**src/rtl/instr_fetch_queue.sv**
```systemverilog
// -----------------------------------------------------------------------------
// instr_fetch_queue
//
// Instruction fetch stage directly downstream of the program counter. Each
// cycle it may issue one word read at the current PC (which also advances the
// external PC counter). It captures the returned instruction together with its
// PC in a small FIFO that feeds decode. A flush discards everything queued and
// the read that is in flight.
//
// Handshake (out_valid / out_ready): the head entry transfers on any rising
// edge where out_valid and out_ready are both 1. out_valid never depends on
// out_ready. While out_valid is 1 and out_ready is 0, out_instr and out_pc hold.
//
// Optional feature: define IFQ_STATS_EN to add the stall_count port and its
// back-pressure counter.
//
// Parameters
//   WIDTH      PC and instruction width in bits
//   DEPTH      FIFO entries (power of two, 2..16)
//
// Ports
//   clk          rising-edge clock
//   rst          asynchronous, active-high reset
//   en           fetch enable (0 stalls new requests only)
//   flush        redirect: kills the queue and the in-flight read
//   pc_in        current word-address PC from the PC counter
//   pc_en        PC counter enable (same as mem_rd_en)
//   mem_rd_en    instruction memory read strobe
//   mem_addr     read address (same as pc_in)
//   mem_rdata    read data, valid exactly one cycle after mem_rd_en
//   out_valid    queue head valid
//   out_ready    decode accepts the head
//   out_instr    head instruction (0 when the queue is empty)
//   out_pc       PC of the head instruction (0 when the queue is empty)
//   stall_count  cycles with en=1 lost to queue back-pressure (IFQ_STATS_EN)
//   state_dbg    FSM state for debug: 0 = RUN, 1 = KILL
// -----------------------------------------------------------------------------
module instr_fetch_queue #(
    parameter int WIDTH = 32,
    parameter int DEPTH = 4
) (
    input  logic             clk,
    input  logic             rst,
    input  logic             en,
    input  logic             flush,
    input  logic [WIDTH-1:0] pc_in,
    output logic             pc_en,
    output logic             mem_rd_en,
    output logic [WIDTH-1:0] mem_addr,
    input  logic [WIDTH-1:0] mem_rdata,
    output logic             out_valid,
    input  logic             out_ready,
    output logic [WIDTH-1:0] out_instr,
    output logic [WIDTH-1:0] out_pc,
`ifdef IFQ_STATS_EN
    output logic [31:0]      stall_count,
`endif
    output logic             state_dbg
);

    localparam int AW = (DEPTH > 1) ? $clog2(DEPTH) : 1;
    localparam int CW = $clog2(DEPTH) + 1;
    localparam logic [CW:0] DEPTH_W = (CW + 1)'(DEPTH);

    typedef enum logic {
        ST_RUN  = 1'b0,
        ST_KILL = 1'b1
    } state_t;

    state_t            state;
    state_t            state_next;

    logic [CW-1:0]     count;
    logic [CW-1:0]     count_next;
    logic [AW-1:0]     rd_ptr;
    logic [AW-1:0]     wr_ptr;
    logic              inflight;
    logic [WIDTH-1:0]  req_pc;

    logic [WIDTH-1:0]  pc_q    [DEPTH];
    logic [WIDTH-1:0]  instr_q [DEPTH];

    logic              push;
    logic              pop;
    logic [CW:0]       occupancy;
    logic              credit_ok;

    // Head presentation. Outputs are forced to zero when empty so they read
    // zero out of reset and after a flush without resetting the storage.
    assign out_valid = (count != '0);
    assign out_instr = out_valid ? instr_q[rd_ptr] : '0;
    assign out_pc    = out_valid ? pc_q[rd_ptr]    : '0;

    assign pop = out_valid & out_ready;

    // Credit check: slots already used plus the read still returning, minus
    // the slot freed this cycle, must leave room for the new request. This is
    // what guarantees a push never lands on a full queue.
    assign occupancy = {1'b0, count}
                     + {{CW{1'b0}}, inflight}
                     - {{CW{1'b0}}, pop};
    assign credit_ok = (occupancy < DEPTH_W);

    assign mem_rd_en = en & ~flush & ~rst & credit_ok;
    assign pc_en     = mem_rd_en;
    assign mem_addr  = pc_in;

    // Response data is dropped on a flush cycle and during KILL.
    assign push = inflight & ~flush & (state == ST_RUN);

    assign state_dbg = (state == ST_KILL);

    always_comb begin
        state_next = ST_RUN;
        if (flush && inflight) begin
            state_next = ST_KILL;
        end
    end

    always_comb begin
        count_next = count;
        unique case ({push, pop})
            2'b10:   count_next = count + CW'(1);
            2'b01:   count_next = count - CW'(1);
            default: count_next = count;
        endcase
    end

    always_ff @(posedge clk or posedge rst) begin
        if (rst) begin
            state    <= ST_RUN;
            count    <= '0;
            rd_ptr   <= '0;
            wr_ptr   <= '0;
            inflight <= 1'b0;
            req_pc   <= '0;
        end else begin
            state    <= state_next;
            // mem_rd_en is already low on a flush cycle, so this also clears
            // inflight on flush.
            inflight <= mem_rd_en;
            if (mem_rd_en) begin
                req_pc <= pc_in;
            end
            if (flush) begin
                count  <= '0;
                rd_ptr <= '0;
                wr_ptr <= '0;
            end else begin
                count <= count_next;
                if (push) begin
                    wr_ptr <= wr_ptr + AW'(1);
                end
                if (pop) begin
                    rd_ptr <= rd_ptr + AW'(1);
                end
            end
        end
    end

    // Entry storage needs no reset: the head is masked while count is zero.
    always_ff @(posedge clk) begin
        if (push) begin
            pc_q[wr_ptr]    <= req_pc;
            instr_q[wr_ptr] <= mem_rdata;
        end
    end

`ifdef IFQ_STATS_EN
    // Counts cycles where fetch was wanted but the queue had no credit.
    // Flush cycles are redirects, not back-pressure, so they are not counted.
    always_ff @(posedge clk or posedge rst) begin
        if (rst) begin
            stall_count <= '0;
        end else if (en && !flush && !mem_rd_en) begin
            stall_count <= stall_count + 32'd1;
        end
    end
`endif

endmodule

```
**config.mk**
```make
export PLATFORM = sky130hd
export DESIGN_NAME = instr_fetch_queue
export DESIGN_NICKNAME = d
export VERILOG_FILES = /design/src/rtl/instr_fetch_queue.sv
export SDC_FILE = /design/constraint.sdc
export NUM_CORES = 1
export LEC_CHECK = 0
export ABC_AREA = 0
export ABC_CLOCK_PERIOD_IN_PS = 2900
export BUFFER_PORTS_ARGS = -buffer_cell sky130_fd_sc_hd__buf_2
export CORE_UTILIZATION = 45
export DETAILED_ROUTE_END_ITERATION = 16
export PLACE_DENSITY_LB_ADDON = 0.15
export SLEW_MARGIN = 40
export SYNTH_ARGS = -nofsm -noshare
export SYNTH_HDL_FRONTEND = slang
export SYNTH_SLANG_ARGS = --single-unit
```
**constraint.sdc**
```tcl
create_clock -name clk -period 2.9 [get_ports clk]
set_input_delay 0.29 -clock clk [delete_from_list [all_inputs] [get_ports clk]]
set_output_delay 0.29 -clock clk [all_outputs]
set_load 0.01 [all_outputs]
```
# After elaboration in Yosys (flattened, before gate mapping)
# Memory sizes are Yosys's and may differ from the RTL's.
# Cells that the tools add are included.
op_classes:
  n_div: 0
  n_bitwise: 9
  n_addsub: 6
  shift: 0
  reduce_logical: 5
  order_cmp: 1
  eq_ne: 2
  multipliers: 0
  n_mux: 11
op_table:
  columns: ["op", "n"]
  rows:
  - ["$mux 32", 2]
  - ["$mux 2", 4]
  - ["$and 1x1->1", 6]
  - ["$pmux 3 s2", 1]
  - ["$reduce_bool 3->1", 2]
  - ["$add 2x1->2 const B", 2]
  - ["$add 3x1->4", 1]
  - ["$lt 4x3->1 const B", 1]
  - ["$reduce_bool 2->1", 2]
  - ["$sub 4x1->4", 1]
  - ["$add 3x1->3 const B", 1]
  - ["$mux 1", 3]
  - ["$mux 3", 1]
  - ["$not 1->1", 3]
  - ["$sub 3x1->3 const B", 1]
  - ["$eq 2x1->1 const B", 1]
  - ["$eq 2x2->1 const B", 1]
  - ["$logic_and 1x1->1", 1]
word_totals:
  wordCells: 42
  mem_count: 2
  latchBits: 0
  mem_bits_rw: 256
  register_bits: 41
  inputBits: 69
  rom_bits: 0
  output_inout_bits: 100
mem_list:
  columns: ["name", "words", "word_bits", "rd", "rd_ports_with_merged_regs", "write_ports", "line_no", "text"]
  rows:
  - ["instr_q", 4, 32, 1, 0, 1, "81", "logic [WIDTH-1:0] instr_q [DEPTH];"]
  - ["pc_q", 4, 32, 1, 0, 1, "80", "logic [WIDTH-1:0] pc_q [DEPTH];"]

# Longest topological paths before layout
depth:
  ltp_word: 6
  ltp_mapped: 10
  depth_no_buf: 9

# Least setup slack after synthesis
# Ideal clock, no wire load.
synth_path:
  path_kind: "in2reg"
  start: "in flush"
  end: "mem instr_q[1][0] (enable)"
  n_path_buf: 1
  t_required_ps: 2471
  setup_time_ps: 429
  stages: 3
  setup_slack_ps: 172
  arrival_time_ps: 2299
  cell_sequence: "buf_4 -> nor3_1 -> and2_1"
synth_between:
  elab_chain_cells: 5
synth_lines:
  columns: ["element", "line_no", "text"]
  rows:
  - ["start, declared", "45", "input logic flush,"]
  - ["$not 1->1", "109", "assign push = inflight & ~flush & (state == ST_RUN);"]
  - ["$and 1x1->1 (2 in a row)", "109", null]
  - ["$mux 1", "163", "if (push) begin"]
  - ["$mux 1 (implied by the code)", "165", "instr_q[wr_ptr] <= mem_rdata;"]
  - ["end, declared", "81", null]
# Every way passes these cells.

# Worst setup path after layout
layout_path:
  start: "reg count[2]"
  end: "out pc_en"
layout_between:
  elab_chain_cells: 5
  word_cells_on_any_way: 6
  cone_classes: "2 x add/sub; 1 x order compare; 2 x bitwise; 1 x reduce/logical"
layout_lines:
  columns: ["element", "line_no", "text"]
  rows:
  - ["start, declared", "73", "logic [CW-1:0] count;"]
  - ["start signal, assigned", "150", "count <= count_next;"]
  - ["branches (longest 2 deep; another with $add 3x1->4)", null, null]
  - ["$sub 4x1->4 *", "101", "- {{CW{1'b0}}, pop};"]
  - ["$lt 4x3->1 *", "102", "assign credit_ok = (occupancy < DEPTH_W);"]
  - ["$and 1x1->1 *", "104", "assign mem_rd_en = en & ~flush & ~rst & credit_ok;"]
  - ["end, declared", "47", "output logic pc_en,"]
# Every way passes the cells marked *.

==> run summary <==
==================================================================================
Run status                                                            complete, but fails checks
Failing checks                                                        negative hold slack
Share of Yosys cell area claimed by the top area cell type                   0.651
Maximum clock skew at final layout                                         11.8 ps
Mean Syn Cell Area                                                       20.7 um^2
Maximum root-to-sink buffer count                                                3
Worst setup SP type                                                      flip-flop
Classification of the worst setup path                                flip-flop to output pin
Pin count of the biggest net entering global routing                            42
Final hold violation count                                                      21
Syn Inst Count                                                                 570
Cell with the most instances on the worst path                        sky130_fd_sc_hd__inv_1
Grt met1 use                                                                 0.227
Wire length of the first global-routing pass                              35400 um
Number of nets with antenna violations after routing                             0
Worst Setup SP                                                            count[2]
Worst-skew pair later-pin latency                                           550 ps
Number of iterations in the first detailed-routing pass                          5
Maximum clock frequency                                                    358 MHz
FF-to-FF Start                                                            count[2]
Unique masters post-synth                                                       33
Global-route track usage on met2                                             0.314
Via count                                                                     5888
Number of input and output port buffers inserted                               168
Cell-by-cell listing of the critical path                             o31ai_4 -> inv_1 -> ha_2 -> inv_1 -> ha_1 -> nand3b_1 -> mux2i_2 -> nor4_4 -> buf_12 -> buf_2
Setup TNS after final layout                                                  0 ps
Standby leakage power                                                   0.00542 uW
Clock tree from TritonCTS                                                    built
Fraction of registers with async set/reset                                   0.138
Placer congestion estimate                                                   0.722
Total routing usage reported by global routing                               0.177
Die Footprint                                                          0.0269 mm^2
Biggest fanout along the worst timing path                                       5
Min Tclk post-route                                                        2790 ps
Synthesized cell area                                                  0.0118 mm^2
Cell with the most instances after synthesis                          sky130_fd_sc_hd__edfxtp_1
Post-synth EDFFs                                                               256
Worst path setup slack after routing                                        110 ps
Top cell type by total area after synthesis                           sky130_fd_sc_hd__edfxtp_1
Core Area                                                              0.0255 mm^2
Final-report max-slew violation count                                            0
Initial antenna violation count                                                  1
Share of final-layout standard cells stronger than drive strength 1          0.433
Worst-case vdd ir drop                                                    0.613 mV
Footprint of the multi-input gates                                    0.00272 mm^2
Kind of end point of the critical path                                  output pin
Count of boundary I/O pins                                                     169
# nets final                                                                   877
Number of setup violations in the final report                                   0
Die outline width                                                           164 um
Number of design rule violations left after detail routing                       0
Commonest cells in the netlist                                        sky130_fd_sc_hd__edfxtp_1 (256), sky130_fd_sc_hd__and2_1 (69), sky130_fd_sc_hd__mux4_2 (64)
Count of synthesis-stage warnings from yosys                                     0
Routed wire length                                                        23000 um
Number of fill cells in the layout                                            1925
DP HPWL                                                                   13300 um
Global-route met3 utilization                                               0.0273
Worst path slowest cell                                               sky130_fd_sc_hd__dfrtp_2
Chip Height                                                                 164 um
Area growth from synthesis to layout                                         24.7%
P per Cell Area                                                        907 mW/mm^2
Root Buffer                                                           sky130_fd_sc_hd__clkbuf_16
Std-Cell Rows                                                                   58
Number of buffers inserted during clock tree synthesis                          30
Primary flip-flop cell chosen by synthesis mapping                    sky130_fd_sc_hd__edfxtp_1
Final design utilization                                                     0.579
WHS                                                                       -13.0 ps
Vias per inst                                                                 5.10
Synth Net Count                                                                647
Setup slack after placement                                                 295 ps
Crit share post-route                                                        0.962
HP Class                                                              primary input to asynchronous set/reset pin
Maximum cell stage delay along the critical path                            450 ps
Clock sink count                                                               297
Sequential share of the synthesized area                                     0.737
Required arrival time at the worst endpoint                                2610 ps
Largest cells by area after synthesis                                 sky130_fd_sc_hd__edfxtp_1 (65%), sky130_fd_sc_hd__mux4_2 (12%), sky130_fd_sc_hd__dfrtp_1 (8.7%), sky130_fd_sc_hd__mux2_4 (3.7%), sky130_fd_sc_hd__and2_1 (3.7%)
Overflow left after global routing                                               0
Max capacitance violation total                                                  0
Register Area                                                         0.00872 mm^2
Slew at the pin closest to its max-slew limit                               594 ps
Starting utilization of the core area                                        0.464
WL per Instance                                                            19.9 um
Worst-case headroom to the max-slew limit                                    0.604
Starting DRT DRC Count                                                         295
Global routing's busiest layer                                                met2
H-tree Lvls                                                                      1
Vias in the first global route                                                6305
Reg clk slew, reported paths                                                 60 ps
Synth Register Bits                                                            297
Arrival time of the worst setup path                                       2500 ps
==================================================================================
## cell type report
cell class              instances  area share
flip-flops and latches        297       0.592
multi-input cells             206       0.184
repair buffers                257       0.122
clock buffers                  40      0.0577
well taps                     330      0.0280
clock inverters                15      0.0138
inverters                       8     0.00204
diodes                          1    0.000170
## metal layers
layer  vias to the layer above  wire (um)
met5                         -          0
met4                         0        312
met3                        30       1030
met2                       157      12100
met1                      3050       9580
li1                       2651          -
## worst max-delay path, delay by kind of cell, from the launching register on
kind | cells | cell delay (ps)
AO/OA/AOI/OAI | 1 | 260
adder cells (fa/ha/maj) | 2 | 390
buffers and inverters | 4 | 400
flip-flops | 1 | 450
multiplexers | 1 | 280
AND/OR/NAND/NOR | 2 | 180
## cells by family (layout without fill, tap and decap cells)
family	after synthesis	in the layout	synth area share
muxes	98	98	0.163
buffers and inverters	67	320	0.0350
adders and majority gates	8	8	0.00911
xor gates and xnor gates	6	6	0.00445
other	0	1	0
DFF	297	297	0.737
and+or+nand+nor	91	91	0.0487
AOI/OAI and AO/OA	3	3	0.00190
## through the flow
step,cells,power [uW],cell area [um^2]
after floorplan,570,8100,11800
after detailed placement,1030,9340,13000
final,1154,13400,14700
after CTS,1149,13500,14700
after global routing,1153,14000,14700
after global placement,1030,9220,13000
## report_power, final
| group | total [uW] | leakage [uW] | switching [uW] | internal (uW) |
|---|---|---|---|---|
| clock | 4020 | 0.000516 | 1530 | 2490 |
| sequential | 5770 | 0.00280 | 448 | 5320 |
| combinational | 3580 | 0.00210 | 1640 | 1940 |
| total | 13400 | 0.00542 | 3620 | 9750 |
## placed cells by master, fill, tap and decap left out, drive strengths merged, types with 2 or more instances in the layout
master and count:
ha 7, nand3b 2, mux2 32, dfrtp 41, mux4 64, inv 9
nor2 9, xor2 2, clkbuf 40, nor3 3, clkinv 8, xnor2 4
edfxtp 256, and2 69, bufinv 5, buf 195, mux2i 2, dlygate4sd3 61
## worst paths after layout
path | slack [ps] | endpoint | cells past startpoint
setup / recovery | 110 | pc_en | 10
max in group asynchronous | 2460 | rd_ptr[1] | 3
setup reg to reg | 280 | req_pc[23] | 11
hold reg to reg | 490 | state_dbg | 1
min in group clk | 20 | req_pc[12] | 2
hold / removal | -10 | state_dbg | 3
## flip-flops by register name (all words and copies together) (netlist names)
name / flops
state_dbg: 1
wr_ptr: 2
inflight: 1
pc_q: 128
instr_q: 128
req_pc: 32
rd_ptr: 2
count: 3
## timing repair
| action | in CTS | in global routing |
|---|---|---|
| endpoints found under the hold margin | 157 | 0 |
| hold buffers | 61 | 0 |
| setup endpoints to repair | 2 | 2 |
| setup buffers | 2 | 4 |
| pin swaps | 1 | 1 |
| resized for setup | 0 | 6 |
| gates cloned | 1 | 0 |
No activity file was read; power rests on OpenSTA's default activity.
